**config.mk**
```make
export PLATFORM = sky130hd
export DESIGN_NAME = tensor_core_matmul_sequencer_flat
export DESIGN_NICKNAME = d
export VERILOG_FILES = /design/src/rtl/tensor_core_matmul_sequencer_if.sv /design/src/rtl/tensor_core_matmul_sequencer.sv /design/src/flat_wrapper.sv
export SDC_FILE = /design/constraint.sdc
export NUM_CORES = 1
export LEC_CHECK = 0
export CORE_UTILIZATION = 55
export CTS_CLUSTER_SIZE = 14
export DETAILED_ROUTE_END_ITERATION = 10
export GPL_ROUTABILITY_DRIVEN = 0
export GPL_TIMING_DRIVEN = 0
export PLACE_DENSITY = 0.79
export SYNTH_ARGS = -nofsm -noshare
export SYNTH_HDL_FRONTEND = slang
export SYNTH_SLANG_ARGS = --single-unit
export TNS_END_PERCENT = 1
```
**constraint.sdc**
```tcl
create_clock -name clock_in -period 20.4 [get_ports clock_in]
set_input_delay 2.04 -clock clock_in [delete_from_list [all_inputs] [get_ports clock_in]]
set_output_delay 2.04 -clock clock_in [all_outputs]
set_load 0.1 [all_outputs]
```
**src/rtl/tensor_core_matmul_sequencer_if.sv**
```systemverilog
// Handshake and bulk-matrix bus between the tensor core register file side and the
// 3x3 matmul sequencer. Element [m][row][col], m=0 is A/C and m=1 is B.
interface tensor_core_matmul_sequencer_if #(
  parameter int DATA_WIDTH = 8
);
  logic                                 start_in;
  logic                                 abort_in;
  logic [1:0][2:0][2:0][DATA_WIDTH-1:0] matrix_data_in;
  logic                                 busy_out;
  logic                                 done_out;
  logic                                 overflow_out;
  logic                                 result_write_enable_out;
  logic [1:0][2:0][2:0][DATA_WIDTH-1:0] result_data_out;

  modport master (
    output start_in, abort_in, matrix_data_in,
    input  busy_out, done_out, overflow_out, result_write_enable_out, result_data_out
  );

  modport slave (
    input  start_in, abort_in, matrix_data_in,
    output busy_out, done_out, overflow_out, result_write_enable_out, result_data_out
  );
endinterface

```
**src/rtl/tensor_core_matmul_sequencer.sv**
```systemverilog
// 3x3 signed int8 matrix multiply C = A*B, one saturated element per cycle via three
// parallel MACs; writes {C, B} back to the register file in a single bulk write.
module tensor_core_matmul_sequencer #(
  parameter int DATA_WIDTH = 8,
  parameter int ACC_WIDTH  = 18
) (
  input logic                            clock_in,
  input logic                            reset_in,
  tensor_core_matmul_sequencer_if.slave  bus
);

  typedef enum logic [1:0] {IDLE, COMPUTE, WRITEBACK} state_t;
  typedef logic [2:0][2:0][DATA_WIDTH-1:0] mat_t;

  localparam logic signed [ACC_WIDTH-1:0] SAT_MAX = ACC_WIDTH'(2**(DATA_WIDTH-1) - 1);
  localparam logic signed [ACC_WIDTH-1:0] SAT_MIN = ACC_WIDTH'(-(2**(DATA_WIDTH-1)));

  state_t state_q, state_d;
  mat_t   a_q, b_q, c_q;
  logic [3:0] idx_q;
  logic       ovf_q;

  logic [1:0]                   row, col;
  logic signed [ACC_WIDTH-1:0]  acc;
  logic [DATA_WIDTH-1:0]        elem;
  logic                         clamped;
  logic                         accept, step;
  logic                         busy, write_en;

  // NOTE: sequential state uses non-blocking (<=) so every register samples pre-edge values.
  always_ff @(posedge clock_in or negedge reset_in) begin
    if (!reset_in) state_q <= IDLE;
    else           state_q <= state_d;
  end

  // NOTE: every always_comb output gets a default first, so no path can infer a latch.
  always_comb begin
    state_d = state_q;
    case (state_q)
      IDLE:      if (bus.start_in) state_d = COMPUTE;
      COMPUTE: begin
        if (bus.abort_in)        state_d = IDLE;
        else if (idx_q == 4'd8)  state_d = WRITEBACK;
      end
      WRITEBACK: state_d = IDLE;
      default:   state_d = IDLE;
    endcase
  end

  always_comb begin
    busy     = 1'b0;
    write_en = 1'b0;
    case (state_q)
      COMPUTE:   busy = 1'b1;
      WRITEBACK: begin
        busy     = 1'b1;
        write_en = 1'b1;
      end
      default: ;
    endcase
  end

  assign bus.busy_out                = busy;
  assign bus.done_out                = write_en;
  assign bus.result_write_enable_out = write_en;
  assign bus.overflow_out            = ovf_q;
  assign bus.result_data_out         = {b_q, c_q};

  // Row-major element index split into row/col without a divider.
  always_comb begin
    row = 2'd0;
    col = 2'(idx_q);
    if (idx_q >= 4'd6) begin
      row = 2'd2;
      col = 2'(idx_q - 4'd6);
    end else if (idx_q >= 4'd3) begin
      row = 2'd1;
      col = 2'(idx_q - 4'd3);
    end
  end

  // Operands are sign-extended to ACC_WIDTH first, so the 3-term sum cannot wrap.
  always_comb begin
    acc = '0;
    for (int k = 0; k < 3; k++) begin
      acc = acc + ACC_WIDTH'($signed(a_q[row][k])) * ACC_WIDTH'($signed(b_q[k][col]));
    end
  end

  always_comb begin
    clamped = 1'b0;
    elem    = acc[DATA_WIDTH-1:0];
    if (acc > SAT_MAX) begin
      clamped = 1'b1;
      elem    = SAT_MAX[DATA_WIDTH-1:0];
    end else if (acc < SAT_MIN) begin
      clamped = 1'b1;
      elem    = SAT_MIN[DATA_WIDTH-1:0];
    end
  end

  assign accept = (state_q == IDLE) && bus.start_in;
  assign step   = (state_q == COMPUTE) && !bus.abort_in;

  // NOTE: the operand/result arrays are small flops, reset so outputs read 0 after reset.
  always_ff @(posedge clock_in or negedge reset_in) begin
    if (!reset_in) begin
      a_q   <= '0;
      b_q   <= '0;
      c_q   <= '0;
      idx_q <= '0;
      ovf_q <= 1'b0;
    end else if (accept) begin
      // Snapshot so register-file writes during the multiply cannot corrupt it.
      a_q   <= bus.matrix_data_in[0];
      b_q   <= bus.matrix_data_in[1];
      idx_q <= '0;
      ovf_q <= 1'b0;
    end else if (step) begin
      c_q[row][col] <= elem;
      idx_q         <= idx_q + 4'd1;
      if (clamped) ovf_q <= 1'b1;
    end
  end

endmodule

```
**src/flat_wrapper.sv**
```systemverilog
// flat-port wrapper written by rule: the top's interface ports become plain ports
module tensor_core_matmul_sequencer_flat 
#(
  parameter int DATA_WIDTH = 8,
  parameter int ACC_WIDTH  = 18
)
  (clock_in, reset_in, bus_start_in, bus_abort_in, bus_matrix_data_in, bus_busy_out, bus_done_out, bus_overflow_out, bus_result_write_enable_out, bus_result_data_out);
  tensor_core_matmul_sequencer_if #(.DATA_WIDTH(DATA_WIDTH)) bus_i ();
  input logic clock_in;
  input logic reset_in;
  input wire logic [$bits(bus_i.start_in)-1:0] bus_start_in;
  input wire logic [$bits(bus_i.abort_in)-1:0] bus_abort_in;
  input wire logic [$bits(bus_i.matrix_data_in)-1:0] bus_matrix_data_in;
  output wire logic [$bits(bus_i.busy_out)-1:0] bus_busy_out;
  output wire logic [$bits(bus_i.done_out)-1:0] bus_done_out;
  output wire logic [$bits(bus_i.overflow_out)-1:0] bus_overflow_out;
  output wire logic [$bits(bus_i.result_write_enable_out)-1:0] bus_result_write_enable_out;
  output wire logic [$bits(bus_i.result_data_out)-1:0] bus_result_data_out;
  assign bus_i.start_in = bus_start_in;
  assign bus_i.abort_in = bus_abort_in;
  assign bus_i.matrix_data_in = bus_matrix_data_in;
  assign bus_busy_out = bus_i.busy_out;
  assign bus_done_out = bus_i.done_out;
  assign bus_overflow_out = bus_i.overflow_out;
  assign bus_result_write_enable_out = bus_i.result_write_enable_out;
  assign bus_result_data_out = bus_i.result_data_out;
  tensor_core_matmul_sequencer #(.DATA_WIDTH(DATA_WIDTH), .ACC_WIDTH(ACC_WIDTH)) u_core (.clock_in(clock_in), .reset_in(reset_in), .bus(bus_i));
endmodule
```
==> flow_summary.yaml, run 1 <==
die:
  die_h_um: 183.5
  rows: 66
  die_width_um: 183.5
  die-area_um2: 33680
  core_area_um2: 32450
  io_pins: 296
  initial_core_util: 0.5583
place:
  portBuffers: 295
  hpwl_um: 42240
  dp.cells: 2815
critical_path:
  cp.arrival_ns: 11.98
  cp_slowest_stage_delay_ns: 1.07
  worstSetupPathType: "reg -> reg"
  critPathRequiredTime_ns: 20.86
  cp_slowest_cell: "xnor2_1"
  start_kind: "flip-flop"
  cp-end-kind: "flip-flop"
  critical_path.max_fanout: 10
yosys:
  yosysSeqAreaShare: 0.3080
  syn_inst: 2077
  synth_edf_count: 0
  synth_warnings: 0
  yosysTopAreaCellShare: 0.3080
  avgSynthCellArea_um2: 8.724
  synth_flop_cell: "dfrtp_1"
  syn-cell-area_um2: 18120
  synth_area_leader_cell: "dfrtp_1"
  ys_ff_latch: 223
  synth_cell_types: 60
  synthTopCellsByArea: "dfrtp_1 31%, fa_1 20%, nand2_1 10%, ha_1 7.6%, inv_1 5.5%"
  async_flop_share: 1.000
  synth.net_count: 2517
cts:
  clk_latency_ns: 0.55
  holdBufCountCts: 0
  root_buffer: "clkbuf_16"
  numCtsBuffers: 26
  clock_sinks: 223
  cts.reportedPaths.clkPinSlew_ns: 0.06
  h-tree-depth: 1
  ctsResizeCount: 0
  post_cts_buffers: 0
  cts_tree: "built"
  cts_max_path_buffers: 3
global_route:
  grt_util_all_layers: 0.3191
  gr-total-overflow: 0
  grt_pass1_wl_um: 83510
  grt_pass1_vias: 16130
  antenna_found_initial: 0
  grt_max_degree: 125
layout:
  final_nets: 2841
  layout-drive-gt1-share: 0.03717
  layout.cells.non_filler: 2863
  n_antenna_cell: 0
  area_delta_synth_final_pct: 24.50
routing:
  routed_wl_um: 52040
  num_vias: 15760
  drtPass1Iterations: 7
  vias_per_cell: 5.503
  drc: 0
  routedWlPerCell_um: 18.18
  drt_iter0_drc: 1243
  ant_nets: 0
sta:
  skew_ns: 0.03113
  setup_viol: 0
  min_period_ns: 11.51
  hold_viol_final: 0
  worst_pin_slew_ns: 1.316
  maxSlewViolCount: 0
  setup-tns-final_ns: 0
  max_freq_mhz: 86.86
  max_slew_margin: 0.1163
  rsz0062_at_grt: "false"
  fin_crit_sh: 0.5644
min_path:
  holdCritPathClass: "reg -> reg"
outcome:
  status: "completed"
flow_run:
  drv_cap: 0
kinds of logic after synthesis:
family / share of synthesized area
mux: 0.01063
compound gates: 0.1047
buf+inv: 0.07326
simple gates: 0.1945
xor+xnor: 0.03190
flops: 0.3080
fa+ha+maj: 0.2770
cell usage after synthesis (5+ instances only):
cell type	instances
dfrtp_1	223
mux2_2	10
nand3_1	7
o21ai_0	20
a311oi_1	36
a211oi_1	7
ha_1	110
o21a_1	16
o21bai_1	7
nor3_1	23
buf_1	9
a31oi_1	24
a21oi_1	84
or2_2	20
a21o_1	14
mux2i_1	8
nor2_1	214
nor2b_1	27
o211ai_1	8
o21ai_1	24
nand2_1	504
o22a_1	23
nand2b_1	31
inv_1	265
clkbuf_1	58
xor2_1	20
xnor2_1	46
buf_6	5
fa_1	182
stage by stage:
stage,cell area (um^2),utilization,worst slack [ns],hold WS [ns]
2_1_floorplan,18120,-,11.06,0.4404
3_3_place_gp,21630,0.6664,8.287,0.4549
3_5_place_dp,21660,0.6674,9.113,0.4626
4_1_cts,22560,0.6951,9.057,0.4778
5_1_grt,22560,0.6951,8.291,0.5002
6_report,22560,0.6951,8.887,0.4754
layout make-up:
| type | count | area, um^2 |
|---|---|---|
| clock inverters | 15 | 173.9 |
| flip-flops and latches | 223 | 5580 |
| multi-input cells | 1512 | 11210 |
| plain buffers | 75 | 325.3 |
| clock buffers | 33 | 726.9 |
| fillers | 2534 | 9894 |
| repair buffers | 296 | 2985 |
| well taps | 442 | 553.0 |
| inverters | 267 | 1002 |
final timing paths:
kind	endpoint	depth (start not counted)	from	slack (ns)
min in group asynchronous	u_core.bus.result_data_out[39]	1	reset_in	1.60
hold / removal	u_core.a_q[47]	2	u_core.a_q[47]	0.48
setup reg to reg	u_core.bus.result_data_out[14]	37	u_core.idx_q[0]	8.89
hold reg to reg	u_core.a_q[47]	2	u_core.a_q[47]	0.48
setup / recovery	u_core.bus.result_data_out[14]	37	u_core.idx_q[0]	8.89
max in group asynchronous	u_core.bus.result_data_out[85]	2	reset_in	17.76
sequential cells by signal, indices dropped and copies added, names as in the netlist:
name and count:
u_core.bus.result_data_out 144, u_core.a_q 72, u_core.idx_q 4, u_core.state_q 2, u_core.bus.overflow_out 1
layout by cell type, fill, tap and decap left out, drive strengths merged, types with 8 or more instances in the layout:
cell / count
nand2: 504
clkdlybuf4s50: 294
inv: 267
dfrtp: 223
nor2: 214
fa: 182
ha: 110
clkbuf: 91
a21oi: 84
xnor2: 46
o21ai: 45
a311oi: 36
nand2b: 31
nor2b: 27
a31oi: 24
o22a: 23
nor3: 23
or2: 20
xor2: 20
buf: 19
o21a: 16
a21o: 14
mux2: 10
clkinv: 10
mux2i: 8
o211ai: 8
a211oi: 8
routing by layer:
layer  wire length, um  vias to the layer above  share of wire  global-route usage
met3              4176                      133          0.080             0.04873
met1             19910                     7602           0.38              0.3932
met2             25510                      760           0.49              0.5529
li1                  -                     7260              -                   -
met4              2440                        0          0.047              0.1447
met5                 0                        -              0                   0
critical path: cells and delay by family (launching register included):
kind,cells,cell delay (ns)
adders and majority gates,8,3.51
AOI/OAI and AO/OA,12,3.11
buffers and inverters,9,2.08
xor gates and xnor gates,2,1.21
and+or+nand+nor,5,0.90
DFF,1,0.35
muxes,1,0.26
Power of run 1 is left out: the tool's default activity adds up to more than one toggle a clock period on the data nets, which glitch-free logic cannot reach.
==> run 2, diff against run 1 <==
Settings changed: CORE_UTILIZATION 55 to 50, PLACE_DENSITY 0.79 to 0.75.
Clock period 20.4 ns to 10.15 ns, I/O delays scaled along.
==> run 2 against run 1 <==
Against the previous run: the run now ends with DRC left; worst hold slack gained 0.0031 ns; via count shrank 0.33%; critical endpoint is now u_core.bus.result_data_out[43]; maximum frequency grew 16%; routed wire length grew 1.2%; critical path depth grew 1; utilization shrank 5.2 points; clock skew shrank 0.011 ns; first-iteration DRC count shrank 15%; critical path type unchanged; register-to-register slack lost 8.7 ns; setup slack lost 8.7 ns; cell count grew 0.77%.
==> flow_summary.yaml, run 2 (synthesis results as in run 1) <==
outcome:
  status: "finished, violations left"
  violations: "DRC"
cts:
  clk_latency_ns: 0.53
  numCtsBuffers: 24
  cts_tree: "built"
  holdBufCountCts: 0
  cts_max_path_buffers: 3
  root_buffer: "clkbuf_16"
  h-tree-depth: 1
  cts.reportedPaths.clkPinSlew_ns: 0.06
  clock_sinks: 223
die:
  die-area_um2: 37000
  core_area_um2: 35660
  rows: 69
  die_width_um: 192.4
  io_pins: 296
  die_h_um: 192.4
  initial_core_util: 0.5082
global_route:
  antenna_found_initial: 0
  grt_max_degree: 127
  gr-total-overflow: 0
  grt_pass1_wl_um: 84640
  grt_util_all_layers: 0.2939
  grt_pass1_vias: 16350
sta:
  rsz0062_at_grt: "true"
  hold_viol_final: 0
  fin_crit_sh: 0.9802
  max_slew_margin: 0.3023
  min_period_ns: 9.949
  setup_viol: 0
  skew_ns: 0.01988
  maxSlewViolCount: 0
  max_freq_mhz: 100.5
  worst_pin_slew_ns: 1.039
routing:
  num_vias: 15700
  drtPass1Iterations: 8
  vias_per_cell: 5.443
  routed_wl_um: 52680
  ant_nets: 0
  drc: 34
  drt_iter0_drc: 1061
  routedWlPerCell_um: 18.26
critical_path:
  cp.arrival_ns: 10.29
  reg2reg_from: "u_core.idx_q[0]"
  cp_slowest_stage_delay_ns: 0.57
  worstSetupPathType: "reg -> reg"
  critPathLaunch: "u_core.idx_q[0]"
  path_common_cell: "fa_1"
  critPathRequiredTime_ns: 10.49
  cp-end-kind: "flip-flop"
  cp_num_buf_inv: 8
  cp_slowest_cell: "fa_1"
  critical_path.max_fanout: 10
  start_kind: "flip-flop"
  path_delay_family: "adder cells"
layout:
  layout.cells.non_filler: 2885
  n_antenna_cell: 0
  largest_reg_flops: 144
  layout_common_cells: "502 x nand2_1, 294 x clkdlybuf4s50_1, 264 x inv_1"
  final_nets: 2846
  mostFrequentLayoutCell: "nand2_1"
  area_delta_synth_final_pct: 26.58
  layout-drive-gt1-share: 0.06394
place:
  portBuffers: 295
  dp.cells: 2834
  hpwl_um: 42100
min_path:
  holdCritPathClass: "reg -> reg"
  hold_start: "u_core.a_q[25]"
flow_run:
  drv_cap: 0
[run 2: cell count changes in the layout (fill, tap and decap cells not counted), sizes merged]
| cell | delta |
|---|---|
| inv | -2 |
| clkbuf | -4 |
| clkinv | -2 |
| clkinvlp | -2 |
| buf | +13 |
[run 2: cell type report]
| class | instances | area (um^2) |
|---|---|---|
| repair buffers | 306 | 3073 |
| multi-input cells | 1512 | 11520 |
| plain buffers | 72 | 351.6 |
| clock buffers | 35 | 721.9 |
| flip-flops and latches | 223 | 5580 |
| clock inverters | 9 | 110.1 |
| fillers | 2968 | 12720 |
| inverters | 267 | 1006 |
| well taps | 461 | 576.8 |
[run 2: worst paths after layout]
| path | to | depth (start not counted) | slack [ns] |
|---|---|---|---|
| min reg2reg | u_core.a_q[25] | 2 | 0.48 |
| min | u_core.a_q[25] | 2 | 0.48 |
| max | u_core.bus.result_data_out[43] | 38 | 0.20 |
| min in group asynchronous | u_core.bus.result_data_out[36] | 1 | 0.53 |
| max in group asynchronous | u_core.bus.result_data_out[92] | 2 | 8.53 |
| max reg2reg | u_core.bus.result_data_out[43] | 38 | 0.20 |
[run 2: stage by stage]
stage	setup slack (ns)	cell area, um^2	utilization	TNS [ns]	hold slack, ns
6_report	0.2005	22940	0.6433	0	0.4785
5_1_grt	-0.2443	22940	0.6433	-9.182	0.4872
4_1_cts	0.04500	22750	0.6380	0	0.4786
3_5_place_dp	-1.289	21680	0.6081	-82.58	0.4634
3_3_place_gp	-1.068	21650	0.6072	-265.99	0.4592
2_1_floorplan	0.8094	18120	-	0	0.4404
[run 2: tightest hold or removal path: cells and delay by family, from the launching register on]
kind             cells  cell delay [ns]
flip-flops           1             0.34
AND/OR/NAND/NOR      2             0.11
[run 2: timing repair]
item | in CTS | in global routing
hold endpoints to repair | 0 | 0
resized for setup | 52 | 45
pin swaps | 3 | 5
setup endpoints to repair | 73 | 64
buffers inserted | 5 | 5
[run 2: per-layer routing]
| metal | global-route usage | part of all wire | up-vias |
|---|---|---|---|
| met5 | 0 | 0 | - |
| met4 | 0.1169 | 0.040 | 0 |
| met3 | 0.05401 | 0.074 | 113 |
| met2 | 0.5025 | 0.49 | 662 |
| met1 | 0.3672 | 0.40 | 7668 |
| li1 | - | - | 7260 |
Power of run 2 is left out for the same reason.
==> run 3, diff against run 2 <==
Settings changed: CORE_UTILIZATION 50 to 55, CTS_CLUSTER_DIAMETER from default to 40, CTS_CLUSTER_SIZE 14 to 20, PLACE_DENSITY 0.75 to 0.79.
Clock period 10.15 ns to 10.71 ns, I/O delays scaled along.
==> run 3 against run 2 <==
Against the previous run: the flow now finishes without violations; utilization grew 6.4 points; count of clock-buffer cells in the layout is 6 lower; maximum frequency is 3.0% lower; flip-flop and latch count stayed put; critical endpoint is now u_core.bus.result_data_out[41]; via count up 0.98%; first-iteration DRC count is 8.7% higher; clock skew up 0.024 ns; critical path type unchanged.
==> flow_summary.yaml, run 3 (synthesis results as in run 1) <==
cts:
  cts.reportedPaths.clkPinSlew_ns: 0.07
  cts_tree: "built"
  numCtsBuffers: 28
  clock_sinks: 223
  cts_max_path_buffers: 3
  root_buffer: "clkbuf_16"
  h-tree-depth: 1
  holdBufCountCts: 0
  clk_latency_ns: 0.58
die:
  initial_core_util: 0.5583
  rows: 66
  die_width_um: 183.5
  io_pins: 296
  die-area_um2: 33680
  core_area_um2: 32450
  die_h_um: 183.5
critical_path:
  reg2reg_from: "u_core.idx_q[0]"
  reg2reg_slack_ns: 0.45
  critical_path.max_fanout: 10
  path_delay_family: "adder cells"
  critPathLaunch: "u_core.idx_q[0]"
  cp_slowest_stage_delay_ns: 0.56
  reg2reg_depth: 40
  cp_slowest_cell: "fa_1"
  critPathRequiredTime_ns: 11.14
  critPathCapture: "u_core.bus.result_data_out[41]"
  start_kind: "flip-flop"
  cp_num_buf_inv: 9
  cp.depth: 40
  r2r-end: "u_core.bus.result_data_out[41]"
  cp.arrival_ns: 10.70
  cp-end-kind: "flip-flop"
  worstSetupPathType: "reg -> reg"
layout:
  mostFrequentLayoutCell: "nand2_1"
  utilization: 0.7076
  n_antenna_cell: 0
  final_nets: 2849
  layout-drive-gt1-share: 0.06006
  largest_reg_flops: 144
  multiInputGateArea_um2: 11410
  nFillCells: 2457
  register_area_um2: 5580
  area_delta_synth_final_pct: 26.73
  layout_common_cells: "502 x nand2_1, 294 x clkdlybuf4s50_1, 265 x inv_1"
routing:
  num_vias: 15860
  routed_wl_um: 52880
  drc: 0
  ant_nets: 0
  vias_per_cell: 5.519
  drt_iter0_drc: 1153
  routedWlPerCell_um: 18.41
  drtPass1Iterations: 5
outcome:
  status: "completed"
global_route:
  grt_util_all_layers: 0.3228
  gr-total-overflow: 0
  grt_pass1_vias: 16260
  grt_max_degree: 125
  antenna_found_initial: 0
  grt_pass1_wl_um: 84330
place:
  portBuffers: 295
  hpwl_um: 42240
flow_run:
  drv_cap: 0
sta:
  fin_crit_sh: 0.9581
  max_freq_mhz: 97.45
  skew_ns: 0.04395
  worst_pin_slew_ns: 1.140
  setup_viol: 0
  maxSlewViolCount: 0
  setup-tns-final_ns: 0
  max_slew_margin: 0.2379
  min_period_ns: 10.26
  hold_viol_final: 0
min_path:
  holdCritPathClass: "reg -> reg"
## run 3: cell types whose count changed in the layout (fill, tap and decap cells not counted), sizes merged
cell | previous run | this run
inv | 265 | 272
clkbuf | 87 | 88
clkinvlp | 1 | 6
bufinv | 2 | 4
buf | 32 | 24
## run 3: stage by stage
stage | hold WS [ns] | area [um^2] | setup slack, ns | std cells
6_report | 0.4806 | 22960 | 0.4487 | 2873
3_5_place_dp | 0.4626 | 21660 | -0.5770 | 2815
5_1_grt | 0.5006 | 22960 | -0.02711 | 2873
2_1_floorplan | 0.4404 | 18120 | 1.369 | 2077
4_1_cts | 0.4781 | 22770 | 0.00006217 | 2867
3_3_place_gp | 0.4549 | 21630 | -0.4340 | 2814
## run 3: how the worst min path moves through the flow
stage                     cells after the start  slack [ns]             end      startpoint
after floorplan                               2        0.44  u_core.a_q[47]  u_core.a_q[47]
after global placement                        2        0.45  u_core.a_q[47]  u_core.a_q[47]
after detailed placement                      2        0.46  u_core.a_q[44]  u_core.a_q[44]
after CTS                                     2        0.48  u_core.a_q[47]  u_core.a_q[47]
after global routing                          2        0.50  u_core.a_q[12]  u_core.a_q[12]
final                                         2        0.48  u_core.a_q[71]  u_core.a_q[71]
## run 3: final cells by class
class                           instances  share of cell area
Multi-Input combinational cell       1512              0.4967
Tap cell                              442             0.02408
Clock inverter                         23             0.01406
Timing Repair Buffer                  303              0.1323
Sequential cell                       223              0.2430
Clock buffer                           29             0.03111
Buffer                                 74             0.01509
Inverter                              267             0.04364
## run 3: metal layers
metal	up-vias	wire length, um	global-route usage
li1	7278	-	-
met1	7670	20520	0.3920
met2	768	25730	0.5585
met5	-	0	0
met4	0	2634	0.1567
met3	141	4002	0.05309
## run 3: worst reg2reg max path, delay by kind of cell, from the launching register on
family / cells / cell delay, ns
simple gates: 6 / 1.44
compound gates: 15 / 2.87
flops: 1 / 0.35
fa+ha+maj: 8 / 3.58
buf+inv: 9 / 1.36
xor+xnor: 2 / 0.53
## run 3: repair_timing
action,4_1_cts,5_1_grt
buffers inserted,0,7
setup endpoints to repair,66,68
pin swaps,0,5
gates resized for setup,19,46
Power of run 3 is left out for the same reason.
